--- config.mk ---
export PLATFORM = sky130hd
export DESIGN_NAME = stage2_repack_mc_flat
export DESIGN_NICKNAME = d
export VERILOG_FILES = /design/src/rtl/stage2_repack_mc_pkg.sv /design/src/rtl/stage2_repack_mc_if.sv /design/src/rtl/stage2_repack_mc_fifo.sv /design/src/rtl/stage2_repack_mc.sv /design/src/flat_wrapper.sv
export SDC_FILE = /design/constraint.sdc
export NUM_CORES = 2
export LEC_CHECK = 0
export BUFFER_PORTS_ARGS = -buffer_cell sky130_fd_sc_hd__buf_2
export CAP_MARGIN = 20
export CORE_AREA = 2 2 568 570
export CTS_BUF_LIST = sky130_fd_sc_hd__clkbuf_8
export DETAILED_ROUTE_END_ITERATION = 6
export DIE_AREA = 0 0 570 572
export PLACE_DENSITY = 0.44
export SLEW_MARGIN = 20
export SYNTH_ARGS = -nofsm -noshare
export SYNTH_HDL_FRONTEND = slang
export SYNTH_SLANG_ARGS = --single-unit
--- constraint.sdc ---
create_clock -name clk -period 10.47 [get_ports clk]
set_clock_uncertainty 0.1 [all_clocks]
set_input_delay 0.5235 -clock clk [delete_from_list [all_inputs] [get_ports clk]]
set_output_delay 0.5235 -clock clk [all_outputs]
set_load 0.01 [all_outputs]
--- src/rtl/stage2_repack_mc_pkg.sv ---
// Shared stage-2 definitions: raw record field positions, message layout and repack helpers.
package stage2_pkg;

    localparam int MAX_ORIGINAL_DATA_BITS = 256;
    localparam int MAX_MESSAGE_BITS       = 192;

    localparam logic [7:0] CAT_D = 8'h64;

    // Raw record field positions (begin = MSB, end = LSB)
    localparam int PID_BEGIN    = 255;
    localparam int PID_END      = 248;
    localparam int CAT_BEGIN    = 247;
    localparam int CAT_END      = 240;
    localparam int TYPE_BEGIN   = 239;
    localparam int TYPE_END     = 232;
    localparam int SYM_BEGIN    = 223;
    localparam int SYM_END      = 176;
    localparam int EXP_BEGIN    = 167;
    localparam int EXP_END      = 152;
    localparam int DEN_BEGIN    = 143;
    localparam int DEN_END      = 136;
    localparam int STRIKE_BEGIN = 127;
    localparam int STRIKE_END   = 96;
    localparam int OI_BEGIN     = 79;
    localparam int OI_END       = 48;

    localparam int HDR_RSV_W  = 8;
    localparam int D_RSV1_W   = 8;
    localparam int HDR_W      = PID_BEGIN - TYPE_END + 1;
    localparam int D_BODY_W   = HDR_W + HDR_RSV_W + (SYM_BEGIN - SYM_END + 1) + D_RSV1_W
                              + (EXP_BEGIN - EXP_END + 1) + (DEN_BEGIN - DEN_END + 1)
                              + (STRIKE_BEGIN - STRIKE_END + 1) + (OI_BEGIN - OI_END + 1);
    localparam int D_FILL_W   = MAX_MESSAGE_BITS - D_BODY_W;
    localparam int HDR_FILL_W = MAX_MESSAGE_BITS - HDR_W;

    typedef logic [MAX_ORIGINAL_DATA_BITS-1:0] raw_t;
    typedef logic [MAX_MESSAGE_BITS-1:0]       msg_t;

    function automatic msg_t repack_d(input raw_t r);
        return {r[PID_BEGIN:PID_END], r[CAT_BEGIN:CAT_END], r[TYPE_BEGIN:TYPE_END],
                {HDR_RSV_W{1'b0}}, r[SYM_BEGIN:SYM_END], {D_RSV1_W{1'b0}},
                r[EXP_BEGIN:EXP_END], r[DEN_BEGIN:DEN_END], r[STRIKE_BEGIN:STRIKE_END],
                r[OI_BEGIN:OI_END], {D_FILL_W{1'b0}}};
    endfunction

    function automatic msg_t repack_hdr(input raw_t r);
        return {r[PID_BEGIN:TYPE_END], {HDR_FILL_W{1'b0}}};
    endfunction

endpackage

--- src/rtl/stage2_repack_mc_if.sv ---
// Per-channel record input / message output bus plus counter taps for stage2_repack_mc.
interface stage2_repack_mc_if
    import stage2_pkg::*;
#(
    parameter int N_CH   = 3,
    parameter int DATA_W = MAX_ORIGINAL_DATA_BITS,
    parameter int MSG_W  = MAX_MESSAGE_BITS,
    parameter int CNT_W  = 16
);
    logic [N_CH-1:0]        in_valid;
    logic [N_CH-1:0]        in_ready;
    logic [N_CH*DATA_W-1:0] in_data;
    logic [N_CH-1:0]        out_valid;
    logic [N_CH-1:0]        out_ready;
    logic [N_CH*MSG_W-1:0]  out_msg;
    logic [N_CH*CNT_W-1:0]  acc_cnt;
    logic [N_CH*CNT_W-1:0]  drop_cnt;

    modport master (
        output in_valid, in_data, out_ready,
        input  in_ready, out_valid, out_msg, acc_cnt, drop_cnt
    );

    modport slave (
        input  in_valid, in_data, out_ready,
        output in_ready, out_valid, out_msg, acc_cnt, drop_cnt
    );
endinterface

--- src/rtl/stage2_repack_mc_fifo.sv ---
// Circular-buffer FIFO with valid/ready on both sides; head is visible without read latency.
module msg_fifo #(
    parameter int WIDTH = 8,
    parameter int DEPTH = 4
) (
    input  logic             clk,
    input  logic             rst,
    input  logic             push_valid_i,
    output logic             push_ready_o,
    input  logic [WIDTH-1:0] push_data_i,
    output logic             pop_valid_o,
    input  logic             pop_ready_i,
    output logic [WIDTH-1:0] pop_data_o
);
    localparam int AW = $clog2(DEPTH);

    logic [WIDTH-1:0] mem_q [DEPTH];
    logic [AW:0]      wr_q, wr_d, rd_q, rd_d;
    logic             full, empty, do_push, do_pop;

    assign full  = (wr_q[AW] != rd_q[AW]) && (wr_q[AW-1:0] == rd_q[AW-1:0]);
    assign empty = (wr_q == rd_q);

    assign push_ready_o = !full;
    assign pop_valid_o  = !empty;
    assign pop_data_o   = mem_q[rd_q[AW-1:0]];

    // Push is gated by the registered full flag only, so a pop cannot free a slot in the same cycle
    assign do_push = push_valid_i && !full;
    assign do_pop  = pop_ready_i && !empty;

    always_comb begin
        wr_d = wr_q;
        rd_d = rd_q;
        if (do_push) wr_d = wr_q + {{AW{1'b0}}, 1'b1};
        if (do_pop)  rd_d = rd_q + {{AW{1'b0}}, 1'b1};
    end

    always_ff @(posedge clk) begin
        if (rst) begin
            wr_q <= '0;
            rd_q <= '0;
        end else begin
            wr_q <= wr_d;
            rd_q <= rd_d;
        end
    end

    always_ff @(posedge clk) begin
        if (do_push) mem_q[wr_q[AW-1:0]] <= push_data_i;
    end
endmodule

--- src/rtl/stage2_repack_mc.sv ---
// N-channel stage-2 repacker: category decode, d/header repack, filter, counters, per-channel FIFO.
module stage2_repack_mc
    import stage2_pkg::*;
#(
    parameter int N_CH       = 3,
    parameter int DATA_W     = MAX_ORIGINAL_DATA_BITS,
    parameter int MSG_W      = MAX_MESSAGE_BITS,
    parameter int FIFO_DEPTH = 4,
    parameter int PASS_OTHER = 0,
    parameter int CNT_W      = 16
) (
    input logic              clk,
    input logic              rst,
    stage2_repack_mc_if.slave bus
);
    for (genvar c = 0; c < N_CH; c++) begin : g_ch
        raw_t             raw;
        msg_t             msg_full;
        logic             is_d, accept, push, drop, fifo_ready;
        logic [CNT_W-1:0] acc_q, acc_d, drop_q, drop_d;

        always_comb begin
            raw              = '0;
            raw[DATA_W-1:0]  = bus.in_data[c*DATA_W +: DATA_W];
            is_d             = (raw[CAT_BEGIN:CAT_END] == CAT_D);
            msg_full         = is_d ? repack_d(raw) : repack_hdr(raw);
        end

        // Ready is forced low during reset so nothing is accepted in the reset cycle
        assign bus.in_ready[c] = fifo_ready && !rst;
        assign accept          = bus.in_valid[c] && bus.in_ready[c];
        assign push            = accept && (is_d || (PASS_OTHER != 0));
        assign drop            = accept && !is_d && (PASS_OTHER == 0);

        always_comb begin
            acc_d  = acc_q;
            drop_d = drop_q;
            if (push) acc_d  = acc_q + CNT_W'(1);
            if (drop) drop_d = drop_q + CNT_W'(1);
        end

        always_ff @(posedge clk) begin
            if (rst) begin
                acc_q  <= '0;
                drop_q <= '0;
            end else begin
                acc_q  <= acc_d;
                drop_q <= drop_d;
            end
        end

        assign bus.acc_cnt[c*CNT_W +: CNT_W]  = acc_q;
        assign bus.drop_cnt[c*CNT_W +: CNT_W] = drop_q;

        msg_fifo #(
            .WIDTH (MSG_W),
            .DEPTH (FIFO_DEPTH)
        ) u_fifo (
            .clk          (clk),
            .rst          (rst),
            .push_valid_i (push),
            .push_ready_o (fifo_ready),
            .push_data_i  (msg_full[MSG_W-1:0]),
            .pop_valid_o  (bus.out_valid[c]),
            .pop_ready_i  (bus.out_ready[c]),
            .pop_data_o   (bus.out_msg[c*MSG_W +: MSG_W])
        );
    end
endmodule
--- src/flat_wrapper.sv ---
// flat-port wrapper written by rule: the top's interface ports become plain ports
module stage2_repack_mc_flat import stage2_pkg::*;
#(
    parameter int N_CH       = 3,
    parameter int DATA_W     = MAX_ORIGINAL_DATA_BITS,
    parameter int MSG_W      = MAX_MESSAGE_BITS,
    parameter int FIFO_DEPTH = 4,
    parameter int PASS_OTHER = 0,
    parameter int CNT_W      = 16
)
  (clk, rst, bus_in_valid, bus_in_data, bus_out_ready, bus_in_ready, bus_out_valid, bus_out_msg, bus_acc_cnt, bus_drop_cnt);
  stage2_repack_mc_if #(.N_CH(N_CH), .DATA_W(DATA_W), .MSG_W(MSG_W), .CNT_W(CNT_W)) bus_i ();
  input logic clk;
  input logic rst;
  input wire logic [$bits(bus_i.in_valid)-1:0] bus_in_valid;
  input wire logic [$bits(bus_i.in_data)-1:0] bus_in_data;
  input wire logic [$bits(bus_i.out_ready)-1:0] bus_out_ready;
  output wire logic [$bits(bus_i.in_ready)-1:0] bus_in_ready;
  output wire logic [$bits(bus_i.out_valid)-1:0] bus_out_valid;
  output wire logic [$bits(bus_i.out_msg)-1:0] bus_out_msg;
  output wire logic [$bits(bus_i.acc_cnt)-1:0] bus_acc_cnt;
  output wire logic [$bits(bus_i.drop_cnt)-1:0] bus_drop_cnt;
  assign bus_i.in_valid = bus_in_valid;
  assign bus_i.in_data = bus_in_data;
  assign bus_i.out_ready = bus_out_ready;
  assign bus_in_ready = bus_i.in_ready;
  assign bus_out_valid = bus_i.out_valid;
  assign bus_out_msg = bus_i.out_msg;
  assign bus_acc_cnt = bus_i.acc_cnt;
  assign bus_drop_cnt = bus_i.drop_cnt;
  stage2_repack_mc #(.N_CH(N_CH), .DATA_W(DATA_W), .MSG_W(MSG_W), .FIFO_DEPTH(FIFO_DEPTH), .PASS_OTHER(PASS_OTHER), .CNT_W(CNT_W)) u_core (.clk(clk), .rst(rst), .bus(bus_i));
endmodule
* Word-level counts from Yosys, hierarchy flattened
Memory sizes are Yosys's and may differ from the RTL's. A register that Yosys moved wholly into a read port is not among the register bits. Cells that the tools add are included. Widths: inputs -> output; s select.
Storage, ports and cells: register bits after elaboration 114, latch bits 0, memories 3, ROM bits 0, word-level logic and storage cells 85, bits in writable memories 2208, input bits 776
Cells by class: multipliers 0, reduce and logical (&&, ||, !) cells 31, order comparisons 0, bitwise operators 0, $add $sub $neg 12, equal/unequal tests 12, muxes and demuxes 15, shifts and indexed selects 0, div/mod/pow operators 0
Memory list:
- u_core.g_ch[0].u_fifo.mem_q | words 4, width 184, read ports 1, clocked after Yosys merged registers in 1, wr ports 1, RTL line stage2_repack_mc_fifo.sv:17 | logic [WIDTH-1:0] mem_q [DEPTH];
- u_core.g_ch[1].u_fifo.mem_q | words 4, width 184, read ports 1, clocked after Yosys merged registers in 1, wr ports 1, RTL line stage2_repack_mc_fifo.sv:17
- u_core.g_ch[2].u_fifo.mem_q | words 4, width 184, read ports 1, clocked after Yosys merged registers in 1, wr ports 1, RTL line stage2_repack_mc_fifo.sv:17
Operators with widths (count):
- $mux 160 | 3
- $add 16x1->16 const B | 6
- $eq 8x7->1 const B | 3
- $logic_and 1x1->1 | 21
- $add 3x1->3 const B | 6
- $mux 2 | 6
- $logic_not 1->1 | 10
- $eq 3x3->1 | 3
- $eq 2x2->1 | 3
- $mux 1 | 6
- $ne 1x1->1 | 3

* Longest topological paths before layout
depth in word-level cells 9, mapped depth 8, gate-level depth less buffers 6

* By module
A second synthesis with hierarchy kept.
Unflattened totals: cell total of the unflattened synthesis 4265, area, all modules 92401.1 um^2
Modules (own cells, without submodules):
- msg_fifo | sequential area each 23222.3 um^2, cells an instance 1073, instances 3, area each 28277.1 um^2
- stage2_repack_mc | sequential area each 1921.8 um^2, cells an instance 1046, instances 1, area each 7569.8 um^2

* Least setup slack after synthesis
No wires, ideal clock.
path type input-to-reg, start input port bus_in_data[497], end memory u_core.g_ch[1].u_fifo.mem_q[3][100] (netlist name), enable pin, arrival 8.169 ns, library setup time 0.683 ns, slack 1.518 ns, cell stages on the path 4, path through nor4b_1 clkbuf_1 nand4_1 nor2_1
Between the ends: cells in the longest elaborated chain, start to end 5
RTL lines:
- start: declaration | RTL line flat_wrapper.sv:16 | input wire logic [$bits(bus_i.in_data)-1:0] bus_in_data;
- $eq 8x7->1 | RTL line stage2_repack_mc.sv:25 | is_d = (raw[CAT_BEGIN:CAT_END] == CAT_D);
- $logic_and 1x1->1 | RTL line stage2_repack_mc.sv:32 | assign push = accept && (is_d || (PASS_OTHER != 0));
- $logic_and 1x1->1 | RTL line stage2_repack_mc_fifo.sv:29 | assign do_push = push_valid_i && !full;
- $mux 1 | RTL line stage2_repack_mc_fifo.sv:50 | if (do_push) mem_q[wr_q[AW-1:0]] <= push_data_i;
- $mux 1 (not written as such) | RTL line stage2_repack_mc_fifo.sv:50
- end: declaration | RTL line stage2_repack_mc_fifo.sv:17
Every way passes these cells.

==> summary.md <==
| Metric | Value |
|---|---|
| Status | `complete, no violations` |
| TritonRoute pass-1 iters | `5` |
| Setup-failing EPs final | `0` |
| Layout area overhead | `27.7%` |
| First-pass GRT wire length | `350 mm` |
| Top cells by area, synth | `edfxtp_1, mux4_2, and3_1` |
| Rows | `208` |
| Nets | `6327` |
| Minimum clock period | `4.77 ns` |
| CTS tree | `built` |
| Pleak | `35.6 nW` |
| Crit. End Element | `primary output` |
| Seq/Total Area, Yosys | `76.7%` |
| Grt met2 use | `23.3%` |
| CTS sink cnt | `2040` |
| Via density | `4.34` |
| PnR worst setup slack | `5.70 ns` |
| Largest net degree at the start of global routing | `141` |
| Area leader, netlist | `edfxtp_1` |
| Avg WL per Cell | `25.2 um` |
| Critical path launch point type | `register` |
| Setup TNS | `0 ns` |
| Setup CP Type | `register to primary output` |
| Syn Area/Cell | `20.7 sq um` |
| Met1 usage | `17.7%` |
| GP Congestion | `0.776` |
| Max frequency | `0.209 GHz` |
| Max-Cap Viols | `0` |
| IO Count | `1454` |
| Area of the die | `326000 sq um` |
| Worst R2R Path Depth | `6` |
| Routing usage on met3 | `6.86%` |
| Initial Util | `24.5%` |
| Most frequent cell after synthesis | `edfxtp_1` |
| H-tree Lvls | `5` |
| IR drop worst, VDD | `0.108 mV` |
| Min-delay worst type | `primary input to register` |
| Chip width | `570 um` |
| Detailed Place HPWL | `166 mm` |
| Worst hold margin | `0.181 ns` |
| GR Util All Layers | `15.0%` |
| CTS root buffer | `clkbuf_8` |
| Req. time, crit path | `9.85 ns` |
| Fin area | `100000 sq um` |
| Crit-path cells | `buf_4 -> buf_4 -> mux4_2 -> buf_2` |
| GR peak layer | `met2` |
| RSZ-0062 raised after global routing | `no` |
| DRC violations left | `0` |
| Placed instance area | `88400 sq um` |
| Final max-slew violation count | `0` |
| Vias in the first global route | `45786` |
| Post-Syn Area | `78300 sq um` |
| Least-Margin Pin Slew | `1.11 ns` |
| Post-synthesis async set-or-reset flop share | `0%` |
| Antenna Nets Post-Route | `0` |
| Arr. time, crit path | `4.15 ns` |
| Max Root-Sink Buffers | `4` |
| Post-route insts no fill | `10075` |
| Core Util, Final | `31.3%` |
| WL final | `254 mm` |
| Fin. Hold Viols | `0` |
| Core Area | `320000 sq um` |
| Antenna violations before repair | `89` |
| Number of distinct library cells after synthesis | `49` |
| Pwr Density | `160 nW/um^2` |
| Max transition margin | `26.1%` |
| Most used DFF post-synth | `edfxtp_1` |
| Clock transition at path regs | `0.06 ns` |
| Gr ovfl total | `0` |
| Slowest cell delay on critical path | `0.76 ns` |
| Hold path cells | `2` |
| CP Max Fanout | `37` |
| CP max-delay cell | `buf_4` |
| Flops & latches, synth | `2040` |
| Inst Count DP | `8875` |
| Final Cycle Share | `45.6%` |
| Worst skew pair latency | `1.01 ns` |
| Chip height | `572 um` |
| Layout cells sized above 1 | `35.6%` |
| Iter 0 DRT Violations | `3139` |
| EDFF count, synth | `1920` |
| Post-synth top cells | `edfxtp_1, mux4_2, and3_1` |
| Synth Warn # | `0` |
| Cell count after synthesis | `3774` |
| Port bufs | `1069` |
| Pwr Total | `16.0 mW` |
| Total CTS buffers | `365` |
| Via Count | `43741` |
| Area share of the largest cell type after synthesis | `73.6%` |
| Dpl ws | `5.35 ns` |
| Most frequent CP cell | `buf_4` |
final cells by class:
class | instances | area, sq um
tap | 4200 | 5260
timing repair buffer | 1617 | 10900
antenna | 59 | 148
fill | 31430 | 220000
sequential | 2040 | 60100
multi-input combinational | 1480 | 17000
inverter | 26 | 97.6
clock buffer | 373 | 5130
clock inverter | 280 | 1410
power by group:
part	total, mW	internal (mW)	switching (mW)
Sequential	8.81	8.81	0.00308
Combinational	0.402	0.203	0.199
Clock	6.81	3.45	3.37
Total	16.0	12.5	3.57
worst max-delay path: cells and delay by family (launching register included):
kind     cells  cell delay (ns)
flops        1             0.71
buf+inv      3             1.63
mux          1             0.68
what timing repair did:
action,in CTS,in global routing
hold buffers,487,0
resized for setup,0,0
buffers inserted,0,0
endpoints found under the hold margin,1962,0
layout by cell type (no fill, tap or decap), types with 44 or more instances in the layout:
| master | synthesis | routed |
|---|---|---|
| inv_1 | 26 | 175 |
| diode_2 | 0 | 59 |
| dlygate4sd3_1 | 0 | 487 |
| conb_1 | 1 | 96 |
| buf_2 | 41 | 1068 |
| dfxtp_1 | 120 | 114 |
| and3_1 | 424 | 418 |
| clkinv_1 | 0 | 78 |
| mux4_2 | 480 | 480 |
| nand3_1 | 44 | 44 |
| edfxtp_1 | 1920 | 1920 |
| xor2_1 | 44 | 44 |
| buf_4 | 99 | 47 |
| nor2_1 | 92 | 91 |
| nand2_1 | 46 | 46 |
| clkbuf_8 | 0 | 373 |
cells by family after synthesis:
group	Yosys count	synth area share, %
AO/OA/AOI/OAI	64	0.532
XOR/XNOR	86	0.962
adder cells (fa/ha/maj)	21	0.336
buffers and inverters	349	2.21
flip-flops	2040	76.7
multiplexers	485	13.9
other	1	0.00479
AND/OR/NAND/NOR	728	5.39
flip-flops by register name, indices dropped and copies added, names as in the netlist, named ones only:
signal / cells
u_core.g_ch.u_fifo.wr_q: 9
u_core.g_ch.acc_q: 48
u_core.g_ch.u_fifo.mem_q: 1920
u_core.g_ch.drop_q: 48
u_core.g_ch.u_fifo.rd_q: 9
worst paths after layout:
check / start / endpoint / slack (ns)
setup / recovery: register / bus_out_msg[96] / 5.70
hold / removal: bus_in_data[255] / u_core.g_ch[0].u_fifo.mem_q[3][183] / 0.18
setup reg to reg: u_core.g_ch[2].u_fifo.wr_q[0] / u_core.g_ch[2].u_fifo.mem_q[3][40] / 6.12
hold reg to reg: u_core.g_ch[1].acc_q[15] / u_core.g_ch[1].acc_q[15] / 0.39
layer usage:
metal / share of wire, % / vias to the layer above / wire, um
li1: - / 18956 / -
met1: 39 / 22615 / 99300
met2: 46 / 1643 / 116000
met3: 11 / 479 / 27600
met4: 4.4 / 48 / 11100
met5: 0.12 / - / 300
Power figures use the tool's default switching activity.
